===== src/rtl/rpn_pkg.sv =====
// Shared constants, state encoding and error-latch helper for the RPN stack evaluator.
package rpn_pkg;
  localparam int DATA_W_DEF      = 16;
  localparam int STACK_DEPTH_DEF = 8;

  localparam logic [3:0] OP_NOP = 4'd0;
  localparam logic [3:0] OP_ADD = 4'd1;
  localparam logic [3:0] OP_SUB = 4'd2;
  localparam logic [3:0] OP_MUL = 4'd3;
  localparam logic [3:0] OP_DIV = 4'd4;
  localparam logic [3:0] OP_EOL = 4'd15;

  localparam logic [1:0] ERR_UNDERFLOW = 2'd0;
  localparam logic [1:0] ERR_OVERFLOW  = 2'd1;
  localparam logic [1:0] ERR_DIV_ZERO  = 2'd2;
  localparam logic [1:0] ERR_PROTOCOL  = 2'd3;

  typedef enum logic [1:0] {
    ST_IDLE = 2'd0,
    ST_EXEC = 2'd1,
    ST_DIV  = 2'd2,
    ST_EMIT = 2'd3
  } rpn_state_e;

  typedef struct packed {
    logic       valid;
    logic [1:0] code;
  } line_err_t;

  // The first error seen in a line is the one reported.
  function automatic line_err_t latch_err(input line_err_t cur, input logic [1:0] code);
    line_err_t nxt;
    if (cur.valid) begin
      nxt = cur;
    end else begin
      nxt.valid = 1'b1;
      nxt.code  = code;
    end
    return nxt;
  endfunction
endpackage


===== src/rtl/rpn_divider.sv =====
// Sequential restoring unsigned divider: one quotient bit per cycle, done pulses
// DATA_W cycles after start. Divisor must be non-zero.
module rpn_divider
  import rpn_pkg::*;
#(
  parameter int DATA_W = DATA_W_DEF
) (
  input  logic              clk,
  input  logic              rst_n,
  input  logic              start,
  input  logic [DATA_W-1:0] dividend,
  input  logic [DATA_W-1:0] divisor,
  output logic              done,
  output logic [DATA_W-1:0] quotient
);
  localparam int CW = $clog2(DATA_W + 1);

  logic [DATA_W:0]   rem_q, rem_d;
  logic [DATA_W-1:0] quo_q, quo_d;
  logic [DATA_W-1:0] dvs_q, dvs_d;
  logic [CW-1:0]     cnt_q, cnt_d;
  logic              run_q, run_d;
  logic              done_q, done_d;
  logic [DATA_W:0]   rem_sh_s;

  // Next-state: load on start, then shift the dividend MSB into the remainder each cycle.
  always_comb begin
    rem_sh_s = {rem_q[DATA_W-1:0], quo_q[DATA_W-1]};
    rem_d    = rem_q;
    quo_d    = quo_q;
    dvs_d    = dvs_q;
    cnt_d    = cnt_q;
    run_d    = run_q;
    done_d   = 1'b0;
    if (start) begin
      rem_d = {(DATA_W + 1){1'b0}};
      quo_d = dividend;
      dvs_d = divisor;
      cnt_d = CW'(DATA_W);
      run_d = 1'b1;
    end else if (run_q) begin
      if (rem_sh_s >= {1'b0, dvs_q}) begin
        rem_d = rem_sh_s - {1'b0, dvs_q};
        quo_d = {quo_q[DATA_W-2:0], 1'b1};
      end else begin
        rem_d = rem_sh_s;
        quo_d = {quo_q[DATA_W-2:0], 1'b0};
      end
      cnt_d = cnt_q - CW'(1);
      if (cnt_q == CW'(1)) begin
        run_d  = 1'b0;
        done_d = 1'b1;
      end else begin
        run_d  = 1'b1;
      end
    end else begin
      run_d = 1'b0;
    end
  end

  // Divider state registers; reset aborts any division in flight.
  always_ff @(posedge clk or negedge rst_n) begin
    if (!rst_n) begin
      rem_q  <= {(DATA_W + 1){1'b0}};
      quo_q  <= {DATA_W{1'b0}};
      dvs_q  <= {DATA_W{1'b0}};
      cnt_q  <= {CW{1'b0}};
      run_q  <= 1'b0;
      done_q <= 1'b0;
    end else begin
      rem_q  <= rem_d;
      quo_q  <= quo_d;
      dvs_q  <= dvs_d;
      cnt_q  <= cnt_d;
      run_q  <= run_d;
      done_q <= done_d;
    end
  end

  assign done     = done_q;
  assign quotient = quo_q;
endmodule


===== src/rtl/rpn_stack_eval.sv =====
// Token-driven RPN evaluator: register-array stack, one-cycle ALU ops, sequential
// divide, and a per-line result or first-error report on EOL.
module rpn_stack_eval
  import rpn_pkg::*;
#(
  parameter int DATA_W      = DATA_W_DEF,
  parameter int STACK_DEPTH = STACK_DEPTH_DEF
) (
  input  logic              clk,
  input  logic              rst_n,
  input  logic [DATA_W-1:0] num,
  input  logic              num_ready,
  input  logic [3:0]        op,
  input  logic              op_ready,
  output logic              busy,
  output logic [DATA_W-1:0] result,
  output logic              result_valid,
  output logic              err_valid,
  output logic [1:0]        err_code
);
  localparam int DW = $clog2(STACK_DEPTH + 1);
  localparam int PW = (STACK_DEPTH > 1) ? $clog2(STACK_DEPTH) : 1;
  localparam logic [DW-1:0] DEPTH_FULL = DW'(STACK_DEPTH);

  rpn_state_e        state_q, state_d;
  logic [DATA_W-1:0] stack_q [STACK_DEPTH];
  logic [DATA_W-1:0] stack_d [STACK_DEPTH];
  logic [DW-1:0]     depth_q, depth_d;
  line_err_t         err_q, err_d;
  logic [DATA_W-1:0] pend_q, pend_d;
  logic              pend_push_q, pend_push_d;
  logic              busy_q, busy_d;
  logic [DATA_W-1:0] result_q, result_d;
  logic              result_valid_q, result_valid_d;
  logic              err_valid_q, err_valid_d;
  logic [1:0]        err_code_q, err_code_d;

  logic [PW-1:0]     top_idx_s, below_idx_s, push_idx_s;
  logic [DATA_W-1:0] opa_s, opb_s, div_quo_s;
  logic              has_two_s, token_s, div_start_s, div_done_s;

  assign top_idx_s   = PW'(depth_q - DW'(1));
  assign below_idx_s = PW'(depth_q - DW'(2));
  assign push_idx_s  = PW'(depth_q);
  assign opb_s       = stack_q[top_idx_s];
  assign opa_s       = stack_q[below_idx_s];
  assign has_two_s   = (depth_q >= DW'(2));
  assign token_s     = num_ready | op_ready;

  rpn_divider #(.DATA_W(DATA_W)) u_div (
    .clk      (clk),
    .rst_n    (rst_n),
    .start    (div_start_s),
    .dividend (opa_s),
    .divisor  (opb_s),
    .done     (div_done_s),
    .quotient (div_quo_s)
  );

  // Token acceptance, operator sequencing and line reporting.
  always_comb begin
    state_d        = state_q;
    stack_d        = stack_q;
    depth_d        = depth_q;
    err_d          = err_q;
    pend_d         = pend_q;
    pend_push_d    = pend_push_q;
    result_d       = result_q;
    err_code_d     = err_code_q;
    result_valid_d = 1'b0;
    err_valid_d    = 1'b0;
    div_start_s    = 1'b0;
    case (state_q)
      ST_IDLE: begin
        if (num_ready) begin
          if (depth_q == DEPTH_FULL) begin
            err_d = latch_err(err_q, ERR_OVERFLOW);
          end else begin
            stack_d[push_idx_s] = num;
            depth_d = depth_q + DW'(1);
          end
          err_d = op_ready ? latch_err(err_d, ERR_PROTOCOL) : err_d;
        end else if (op_ready) begin
          case (op)
            OP_ADD, OP_SUB, OP_MUL: begin
              state_d     = ST_EXEC;
              pend_push_d = has_two_s;
              err_d       = has_two_s ? err_q : latch_err(err_q, ERR_UNDERFLOW);
              case (op)
                OP_ADD:  pend_d = opa_s + opb_s;
                OP_SUB:  pend_d = opa_s - opb_s;
                default: pend_d = opa_s * opb_s;
              endcase
            end
            OP_DIV: begin
              if (!has_two_s) begin
                state_d     = ST_EXEC;
                pend_push_d = 1'b0;
                err_d       = latch_err(err_q, ERR_UNDERFLOW);
              end else if (opb_s == {DATA_W{1'b0}}) begin
                // Divide-by-zero still consumes both operands and leaves a zero.
                state_d     = ST_EXEC;
                pend_push_d = 1'b1;
                pend_d      = {DATA_W{1'b0}};
                err_d       = latch_err(err_q, ERR_DIV_ZERO);
              end else begin
                state_d     = ST_DIV;
                div_start_s = 1'b1;
              end
            end
            OP_EOL:  state_d = ST_EMIT;
            default: state_d = ST_IDLE;
          endcase
        end else begin
          state_d = ST_IDLE;
        end
      end
      ST_EXEC: begin
        err_d = token_s ? latch_err(err_q, ERR_PROTOCOL) : err_q;
        if (pend_push_q) begin
          stack_d[below_idx_s] = pend_q;
          depth_d = depth_q - DW'(1);
        end else begin
          depth_d = depth_q;
        end
        state_d = ST_IDLE;
      end
      ST_DIV: begin
        err_d = token_s ? latch_err(err_q, ERR_PROTOCOL) : err_q;
        if (div_done_s) begin
          stack_d[below_idx_s] = div_quo_s;
          depth_d = depth_q - DW'(1);
          state_d = ST_IDLE;
        end else begin
          state_d = ST_DIV;
        end
      end
      ST_EMIT: begin
        if (err_q.valid) begin
          err_valid_d = 1'b1;
          err_code_d  = err_q.code;
        end else if (depth_q == DW'(1)) begin
          result_valid_d = 1'b1;
          result_d       = stack_q[0];
        end else begin
          err_valid_d = 1'b1;
          err_code_d  = (depth_q == DW'(0)) ? ERR_UNDERFLOW : ERR_PROTOCOL;
        end
        depth_d = {DW{1'b0}};
        err_d   = '0;
        state_d = ST_IDLE;
      end
      default: state_d = ST_IDLE;
    endcase
    busy_d = (state_d != ST_IDLE);
  end

  // All state and outputs registered; reset takes effect immediately.
  always_ff @(posedge clk or negedge rst_n) begin
    if (!rst_n) begin
      state_q        <= ST_IDLE;
      for (int i = 0; i < STACK_DEPTH; i++) stack_q[i] <= {DATA_W{1'b0}};
      depth_q        <= {DW{1'b0}};
      err_q          <= '0;
      pend_q         <= {DATA_W{1'b0}};
      pend_push_q    <= 1'b0;
      busy_q         <= 1'b0;
      result_q       <= {DATA_W{1'b0}};
      result_valid_q <= 1'b0;
      err_valid_q    <= 1'b0;
      err_code_q     <= 2'd0;
    end else begin
      state_q        <= state_d;
      stack_q        <= stack_d;
      depth_q        <= depth_d;
      err_q          <= err_d;
      pend_q         <= pend_d;
      pend_push_q    <= pend_push_d;
      busy_q         <= busy_d;
      result_q       <= result_d;
      result_valid_q <= result_valid_d;
      err_valid_q    <= err_valid_d;
      err_code_q     <= err_code_d;
    end
  end

  assign busy         = busy_q;
  assign result       = result_q;
  assign result_valid = result_valid_q;
  assign err_valid    = err_valid_q;
  assign err_code     = err_code_q;
endmodule


===== config.mk =====
export PLATFORM = sky130hd
export DESIGN_NAME = rpn_stack_eval
export DESIGN_NICKNAME = d
export VERILOG_FILES = /design/src/rtl/rpn_pkg.sv /design/src/rtl/rpn_divider.sv /design/src/rtl/rpn_stack_eval.sv
export SDC_FILE = /design/constraint.sdc
export NUM_CORES = 1
export LEC_CHECK = 0
export BUFFER_PORTS_ARGS = -buffer_cell sky130_fd_sc_hd__buf_2
export CAP_MARGIN = 40
export CORE_UTILIZATION = 25
export DETAILED_ROUTE_END_ITERATION = 8
export PLACE_DENSITY = 0.5
export SLEW_MARGIN = 20
export SYNTH_ARGS = -nofsm -noshare
export SYNTH_HDL_FRONTEND = slang
export SYNTH_SLANG_ARGS = --single-unit
export TNS_END_PERCENT = 50

===== constraint.sdc =====
create_clock -name clk -period 14.65 [get_ports clk]
set_input_delay 2.93 -clock clk [delete_from_list [all_inputs] [get_ports clk]]
set_output_delay 2.93 -clock clk [all_outputs]
set_load 0.02 [all_outputs]

==> results of run 1 <==
worst max-delay path, stage by stage, from the launching register on:
cell	delay, ps
sky130_fd_sc_hd__dfrtp_4	870
sky130_fd_sc_hd__clkinv_1	430
sky130_fd_sc_hd__ha_2	780
sky130_fd_sc_hd__buf_4	420
sky130_fd_sc_hd__mux4_2	550
sky130_fd_sc_hd__mux2i_1	140
sky130_fd_sc_hd__buf_4	260
sky130_fd_sc_hd__inv_1	180
sky130_fd_sc_hd__nand2_1	130
sky130_fd_sc_hd__fa_1	420
sky130_fd_sc_hd__fa_1	570
sky130_fd_sc_hd__fa_1	450
sky130_fd_sc_hd__fa_1	540
sky130_fd_sc_hd__inv_1	50
sky130_fd_sc_hd__fa_1	520
sky130_fd_sc_hd__inv_1	50
sky130_fd_sc_hd__fa_1	520
sky130_fd_sc_hd__inv_1	40
sky130_fd_sc_hd__ha_1	340
sky130_fd_sc_hd__a21oi_1	210
sky130_fd_sc_hd__inv_1	60
sky130_fd_sc_hd__a21oi_1	120
sky130_fd_sc_hd__o21ai_0	140
sky130_fd_sc_hd__a21o_1	220
sky130_fd_sc_hd__a21oi_1	180
sky130_fd_sc_hd__xnor2_1	140
sky130_fd_sc_hd__a21oi_1	80
sky130_fd_sc_hd__a32o_1	240
cell families (layout without fill, tap and decap cells):
family	Yosys count	count (layout)
AOI/OAI and AO/OA	927	927
xor gates and xnor gates	82	82
adders and majority gates	179	179
buffers and inverters	400	343
DFF	230	230
muxes	140	140
other	0	1
and+or+nand+nor	598	598
cell type report:
cell class	instances	area, um2
Timing Repair Buffer	114	907
Inverter	170	638
Fill cell	9030	60100
Tap cell	1134	1420
Clock inverter	6	80.1
Sequential cell	230	5760
Clock buffer	53	1010
Antenna cell	1	2.50
Multi-Input combinational cell	1926	14000
synthesized netlist by cell type (4+ instances only):
cell type	instances
sky130_fd_sc_hd__mux2i_4	5
sky130_fd_sc_hd__a21o_1	28
sky130_fd_sc_hd__xor2_1	29
sky130_fd_sc_hd__xnor2_1	52
sky130_fd_sc_hd__and3_1	8
sky130_fd_sc_hd__a211oi_1	22
sky130_fd_sc_hd__nand3b_1	5
sky130_fd_sc_hd__a221oi_1	65
sky130_fd_sc_hd__mux4_2	54
sky130_fd_sc_hd__mux2i_1	43
sky130_fd_sc_hd__mux2_2	23
sky130_fd_sc_hd__nand2b_1	40
sky130_fd_sc_hd__nand2_1	224
sky130_fd_sc_hd__fa_1	82
sky130_fd_sc_hd__nor3_1	9
sky130_fd_sc_hd__a22oi_1	65
sky130_fd_sc_hd__dfrtp_1	230
sky130_fd_sc_hd__buf_6	9
sky130_fd_sc_hd__nor2_1	216
sky130_fd_sc_hd__o21a_1	10
sky130_fd_sc_hd__nor2b_1	39
sky130_fd_sc_hd__o31ai_1	8
sky130_fd_sc_hd__clkbuf_1	168
sky130_fd_sc_hd__clkbuf_2	16
sky130_fd_sc_hd__and2_1	9
sky130_fd_sc_hd__buf_1	18
sky130_fd_sc_hd__o21ai_0	432
sky130_fd_sc_hd__inv_1	168
sky130_fd_sc_hd__ha_1	97
sky130_fd_sc_hd__a21oi_1	252
sky130_fd_sc_hd__mux2i_2	4
sky130_fd_sc_hd__nand3_1	14
sky130_fd_sc_hd__a21boi_0	5
sky130_fd_sc_hd__mux4_1	10
sky130_fd_sc_hd__o21ai_1	5
sky130_fd_sc_hd__buf_2	15
sky130_fd_sc_hd__a31oi_1	10
sky130_fd_sc_hd__or2_2	14
where the power goes:
part,total (uW),internal [uW],switching (uW)
combinational,4690,1820,2880
clock,839,494,345
sequential,1190,862,328
placed cells by master, fill, tap and decap left out, types with 7 or more instances in the layout:
cell,synthesis,layout
sky130_fd_sc_hd__clkbuf_16,0,35
sky130_fd_sc_hd__or2_2,14,14
sky130_fd_sc_hd__nand3_1,14,14
sky130_fd_sc_hd__nor3_1,9,9
sky130_fd_sc_hd__fa_1,82,82
sky130_fd_sc_hd__and2_1,9,9
sky130_fd_sc_hd__buf_2,15,43
sky130_fd_sc_hd__mux4_1,10,10
sky130_fd_sc_hd__mux2_2,23,23
sky130_fd_sc_hd__a21oi_1,252,252
sky130_fd_sc_hd__a22oi_1,65,65
sky130_fd_sc_hd__o31ai_1,8,8
sky130_fd_sc_hd__nand2_2,0,8
sky130_fd_sc_hd__o21ai_0,432,432
sky130_fd_sc_hd__clkbuf_8,0,7
sky130_fd_sc_hd__buf_4,2,59
sky130_fd_sc_hd__clkbuf_1,168,11
sky130_fd_sc_hd__a21o_1,28,28
sky130_fd_sc_hd__nor2b_1,39,35
sky130_fd_sc_hd__nand2_1,224,216
sky130_fd_sc_hd__xnor2_1,52,52
sky130_fd_sc_hd__inv_1,168,168
sky130_fd_sc_hd__xor2_1,29,28
sky130_fd_sc_hd__a221oi_1,65,65
sky130_fd_sc_hd__nand2b_1,40,40
sky130_fd_sc_hd__o21a_1,10,9
sky130_fd_sc_hd__mux2i_1,43,43
sky130_fd_sc_hd__a31oi_1,10,10
sky130_fd_sc_hd__ha_1,97,93
sky130_fd_sc_hd__mux4_2,54,54
sky130_fd_sc_hd__and3_1,8,8
sky130_fd_sc_hd__nor2_1,216,215
sky130_fd_sc_hd__dfrtp_1,230,227
sky130_fd_sc_hd__a211oi_1,22,22
metrics by stage:
step / hold WS, ps / cells / power [uW] / utilization [%]
2_1_floorplan: 451 / 2556 / 4460 / -
3_3_place_gp: 464 / 3562 / 5800 / 26.8
3_5_place_dp: 472 / 3572 / 5830 / 27.0
4_1_cts: 489 / 3631 / 6710 / 28.3
5_1_grt: 502 / 3633 / 7290 / 28.4
6_report: 488 / 3634 / 6720 / 28.4
worst paths after layout:
check	startpoint	to	slack, ps	cells past startpoint
max	depth_q[0]	pend_q[15]	5820	27
min	err_code[0]	err_code[0]	490	2
max reg2reg	depth_q[0]	pend_q[15]	5820	27
min reg2reg	err_code[0]	err_code[0]	490	2
max in group asynchronous	rst_n	asynchronous set/reset pin	11310	3
min in group asynchronous	rst_n	u_div.cnt_q[3]	2270	1
metal layers:
layer / up-vias / GRT usage, %
li1: 8844 / -
met1: 9825 / 25.4
met2: 766 / 29.3
met3: 158 / 2.67
met4: 0 / 6.12
met5: - / 0
==> impl_metrics.json, run 1 <==
{
  "clkSlewWorstSetupHoldPaths_ps": 60,
  "yosys.cell_types.count": 71,
  "core_area_mm2": 0.0840,
  "placed_area_mm2": 0.0227,
  "die_y_um": 294,
  "cts_max_level": 2,
  "fin_skew_ps": 27.8,
  "total_routed_wirelength_um": 79400,
  "hold_path_class": "flip-flop to flip-flop",
  "routed_length_on_met3_um": 5040,
  "grt_first_pass_wirelength_um": 122000,
  "dpl.hpwl_um": 51800,
  "run_status": "completed",
  "post_cts_hold_buffer_count": 0,
  "die_w_um": 294,
  "layout-drive-gt1-share_pct": 11.8,
  "synthDominantCellAreaShare_pct": 27.0,
  "maxCapViolations": 0,
  "place_ws_ps": 5800,
  "ys_ff_latch": 230,
  "synth_area_per_cell_um2": 8.34,
  "max_clk_rate_mhz": 113,
  "floorplan.die_area_mm2": 0.0864,
  "routed_via_count": 19600,
  "ys_seq_area_share_pct": 27.0,
  "routed_via_density": 5.39,
  "drt_pre_antenna_iters": 5,
  "setup_slack_ps": 5820,
  "synth.cell_area_mm2": 0.0213,
  "core.rowCount": 106,
  "synth_top_cells_by_area": "sky130_fd_sc_hd__dfrtp_1 (27%), sky130_fd_sc_hd__o21ai_0 (10%), sky130_fd_sc_hd__fa_1 (7.7%)",
  "power.density_mw_per_mm2": 282,
  "clock_insertion_delay_worst_skew_ps": 570,
  "post-cts-setup-buffers": 0,
  "drcViolationCount": 0,
  "number_of_enable_flip_flop_cells_after_synthesis": 0,
  "global_route.overflow_total": 0,
  "wl_met2_um": 36200,
  "timing_max_transition_violations_final": 0,
  "post-route-period-util_pct": 60.3,
  "post-route-cell-area_mm2": 0.0238,
  "yosys.area_share.adder_pct": 13.4,
  "worst_ir_drop_vdd_mv": 0.157,
  "detailed_router_s_first_iteration_violation_count": 1646,
  "ys_dominant_reg_cell": "sky130_fd_sc_hd__dfrtp_1",
  "wl_met1_um": 35500,
  "setup_viol": 0,
  "cp_data_arrival_time_ps": 9270,
  "setup_tns_ps": 0,
  "wl_per_cell_um": 21.8,
  "max_transition_margin_pct": 38.6,
  "setup.worst_path.end_class": "flip-flop",
  "post_synthesis_mux_area_share_pct": 11.0,
  "routabilityCongestion": 0.877,
  "post_cts.resized_instances": 0,
  "synthXorXnorAreaFrac_pct": 3.40,
  "synth_compound_gate_area_share_pct": 25.0,
  "grt_pass1_vias": 19000,
  "cts.root.buffer_cell": "sky130_fd_sc_hd__clkbuf_16",
  "worstSetupStartpointType": "flip-flop",
  "largest_family_of_logic_cells_by_synthesized_area": "compound AO/OA/AOI/OAI gates",
  "synthSimpleGateAreaFrac_pct": 12.4,
  "grt_use_total_pct": 18.4,
  "port_buffers": 44,
  "tritoncts": "built",
  "final_period_minus_worst_setup_slack_ps": 8830,
  "final_net_count": 2680,
  "worst_ep_required_ps": 15090,
  "synth_warnings": 0,
  "cts.path.max_buffers": 3,
  "worst_pin_slew_ps": 920,
  "floorplan.io_pins": 45,
  "synth_top_area_cell": "sky130_fd_sc_hd__dfrtp_1",
  "largest_driver_fanout_on_the_critical_path": 39,
  "p_leak_uw": 0.0107,
  "grt_max_degree": 70,
  "maxUsedRoutingLayer": "met4",
  "initial_utilization_pct": 25.4,
  "antenna_found_initial": 0,
  "cell_count_after_synthesis": 2556,
  "synthToLayoutAreaGrowth_pct": 11.8,
  "worst_path_class_setup": "flip-flop to flip-flop",
  "numCtsBuffers": 35,
  "rsz_0062_raised_after_global_routing": "false",
  "cts.sinks": 230,
  "asyncSetResetFlopFracSynth_pct": 100,
  "synth_nets": 2759,
  "final_hold_viol_count": 0,
  "route.antenna.remaining_nets": 0
}
Power figures use the tool's default switching activity.
==> run 2, diff against run 1 <==
ABC_AREA = 1   (was unset)
PLACE_DENSITY = 0.51   (was 0.5)
clock period = 7.4 ns   (was 14.65 ns; I/O delays follow)
==> run 2 against run 1 <==
Compared with the run above: via count increased by 16%; worst setup slack worse by 5300 ps; area after synthesis grew 2.7%; critical path depth rose by 9; global-route usage is 1.9 points higher; utilization is 0.15 points higher; wire length rose by 14%; non-clock buffer count up 22; cell count is 24% higher.
==> impl_metrics.json, run 2 <==
{
  "hold_path_class": "flip-flop to flip-flop",
  "clkSlewWorstSetupHoldPaths_ps": 60,
  "final.hold.worst_slack_ps": 475,
  "antenna_found_initial": 1,
  "synthToLayoutAreaGrowth_pct": 13.1,
  "fin_skew_ps": 32.3,
  "run_status": "completed",
  "largest_driver_fanout_on_the_critical_path": 13,
  "setup_slack_ps": 488,
  "ys_ff_latch": 230,
  "drt_pre_antenna_iters": 6,
  "initial_utilization_pct": 25.2,
  "place_ws_ps": 419,
  "cp_data_arrival_time_ps": 7360,
  "ys_dominant_reg_cell": "sky130_fd_sc_hd__dfrtp_1",
  "drcViolationCount": 0,
  "final_net_count": 3541,
  "final_period_minus_worst_setup_slack_ps": 6910,
  "cts.root.buffer_cell": "sky130_fd_sc_hd__clkbuf_16",
  "rsz_0062_raised_after_global_routing": "false",
  "max_clk_rate_mhz": 145,
  "number_of_enable_flip_flop_cells_after_synthesis": 0,
  "core.rowCount": 108,
  "routed_length_on_met3_um": 6000,
  "cts.path.max_buffers": 3,
  "r2r_start": "depth_q[0]",
  "route.antenna.remaining_nets": 0,
  "synth_nets": 3577,
  "synth_top_cells_by_area": "sky130_fd_sc_hd__dfrtp_1 (26%), sky130_fd_sc_hd__nand2_1 (18%), sky130_fd_sc_hd__o21ai_0 (11%)",
  "mostFrequentLayoutCells": "sky130_fd_sc_hd__nand2_1 (1,048), sky130_fd_sc_hd__o21ai_0 (489), sky130_fd_sc_hd__inv_1 (373)",
  "grt_pass1_vias": 21600,
  "critical_hold_path_startpoint": "result[11]",
  "maxUsedRoutingLayer": "met4",
  "wl_per_cell_um": 20.1,
  "dpl.hpwl_um": 62200,
  "numCtsBuffers": 34,
  "worst_ep_required_ps": 7850,
  "grt_max_degree": 158,
  "maxCapViolations": 0,
  "ys_seq_area_share_pct": 26.3,
  "critPathTopFamily": "adder cells",
  "critical_path_s_largest_stage_delay_ps": 550,
  "post_cts_hold_buffer_count": 0,
  "synth_area_per_cell_um2": 6.49,
  "cts.sinks": 230,
  "synth_top_area_cell": "sky130_fd_sc_hd__dfrtp_1",
  "asyncSetResetFlopFracSynth_pct": 100,
  "crit_path_top_delay_cell": "sky130_fd_sc_hd__fa_1",
  "post-cts-setup-buffers": 0,
  "global_route.overflow_total": 0,
  "floorplan.io_pins": 45,
  "worst_path_buf_inv": 9,
  "tritoncts": "built",
  "worst_pin_slew_ps": 863,
  "synth_commonest_cells": "sky130_fd_sc_hd__nand2_1 (1,050), sky130_fd_sc_hd__o21ai_0 (489), sky130_fd_sc_hd__inv_1 (373), sky130_fd_sc_hd__nor2_1 (256), sky130_fd_sc_hd__dfrtp_1 (230)",
  "wl_met2_um": 40500,
  "critPathLaunch": "depth_q[0]",
  "core_area_mm2": 0.0868,
  "setup_viol": 0,
  "post-route-period-util_pct": 93.4,
  "routed_via_density": 5.05,
  "port_buffers": 44,
  "max_transition_margin_pct": 42.3,
  "total_routed_wirelength_um": 90800,
  "synthDominantCellAreaShare_pct": 26.3,
  "die_w_um": 298,
  "most_common_cell_after_layout_fill_and_taps_aside": "sky130_fd_sc_hd__nand2_1",
  "worstSetupStartpointType": "flip-flop",
  "final_hold_viol_count": 0,
  "grt_first_pass_wirelength_um": 138000,
  "synth_most_common_cell": "sky130_fd_sc_hd__nand2_1",
  "layout-drive-gt1-share_pct": 7.02,
  "floorplan.die_area_mm2": 0.0888,
  "synth.cell_area_mm2": 0.0219,
  "worst_path_class_setup": "flip-flop to flip-flop",
  "timing_max_transition_violations_final": 0,
  "die_y_um": 298,
  "cell_count_after_synthesis": 3374,
  "yosys.cell_types.count": 56,
  "cp_common_cell": "sky130_fd_sc_hd__nand2_1",
  "detailed_router_s_first_iteration_violation_count": 2236,
  "cts_max_level": 2,
  "routed_via_count": 22800,
  "setup.worst_path.end_class": "flip-flop",
  "finalCoreUtilization_pct": 28.5,
  "grt_use_total_pct": 20.3,
  "setup_tns_ps": 0,
  "clock_insertion_delay_worst_skew_ps": 580,
  "synth_warnings": 0,
  "routabilityCongestion": 0.915,
  "wl_met1_um": 41100
}
==> run 2: cell types whose count changed after synthesis, moves of 65 or more <==
cell,previous run,this run
sky130_fd_sc_hd__o22ai_1,3,134
sky130_fd_sc_hd__inv_1,168,373
sky130_fd_sc_hd__a21oi_1,252,89
sky130_fd_sc_hd__a221oi_1,65,0
sky130_fd_sc_hd__nand2_1,224,1050
sky130_fd_sc_hd__nand3_1,14,150
==> run 2: routing by layer <==
metal,global-route usage (%),vias to the layer above
met3,2.87,156
met5,0,-
met4,7.25,0
li1,-,10900
met2,31.9,832
met1,28.1,11000
==> run 2: kinds of logic (layout without fill, tap and decap cells) <==
family,Yosys count,after routing,synth area share [%]
AO/OA/AOI/OAI,825,825,20.6
XOR/XNOR,45,45,1.87
adder cells (fa/ha/maj),179,179,13.0
buffers and inverters,594,580,10.9
flip-flops,230,230,26.3
multiplexers,4,4,0.200
other,0,4,0
AND/OR/NAND/NOR,1497,1497,27.1
==> run 2: cell type report <==
cell class | instances | area, um2
Inverter | 386 | 1450
Antenna cell | 4 | 10.0
Clock buffer | 52 | 1030
Multi-Input combinational cell | 2550 | 13800
Clock inverter | 6 | 80.1
Timing Repair Buffer | 136 | 1140
Sequential cell | 230 | 5760
Fill cell | 9690 | 62000
Tap cell | 1155 | 1450
==> run 2: final timing paths <==
| path | endpoint | depth (start not counted) | slack (ps) |
|---|---|---|---|
| max | pend_q[15] | 36 | 490 |
| min | result[11] | 2 | 480 |
| max reg2reg | pend_q[15] | 36 | 490 |
| min reg2reg | result[11] | 2 | 480 |
| max in group asynchronous | depth_q[0] | 2 | 5260 |
| min in group asynchronous | u_div.rem_q[15] | 1 | 840 |
==> run 2: per-stage QoR <==
step | cell area [um2] | std cells
6_report | 24800 | 4519
2_1_floorplan | 21900 | 3374
3_5_place_dp | 23500 | 4452
4_1_cts | 24700 | 4510
5_1_grt | 24800 | 4515
3_3_place_gp | 23300 | 4443
==> run 2: worst min-delay path, cell delays in order, from the launching register on <==
cell	delay, ps
sky130_fd_sc_hd__dfrtp_1	330
sky130_fd_sc_hd__nand2_1	50
sky130_fd_sc_hd__o21ai_0	50
==> run 2: what timing repair did <==
action,CTS,global route
setup endpoints to repair,0,1
resized for setup,0,4
hold endpoints to repair,0,0
Power of run 2 is not shown: default switching activity piles up to over one toggle a cycle in this logic, so the estimate is an artifact.
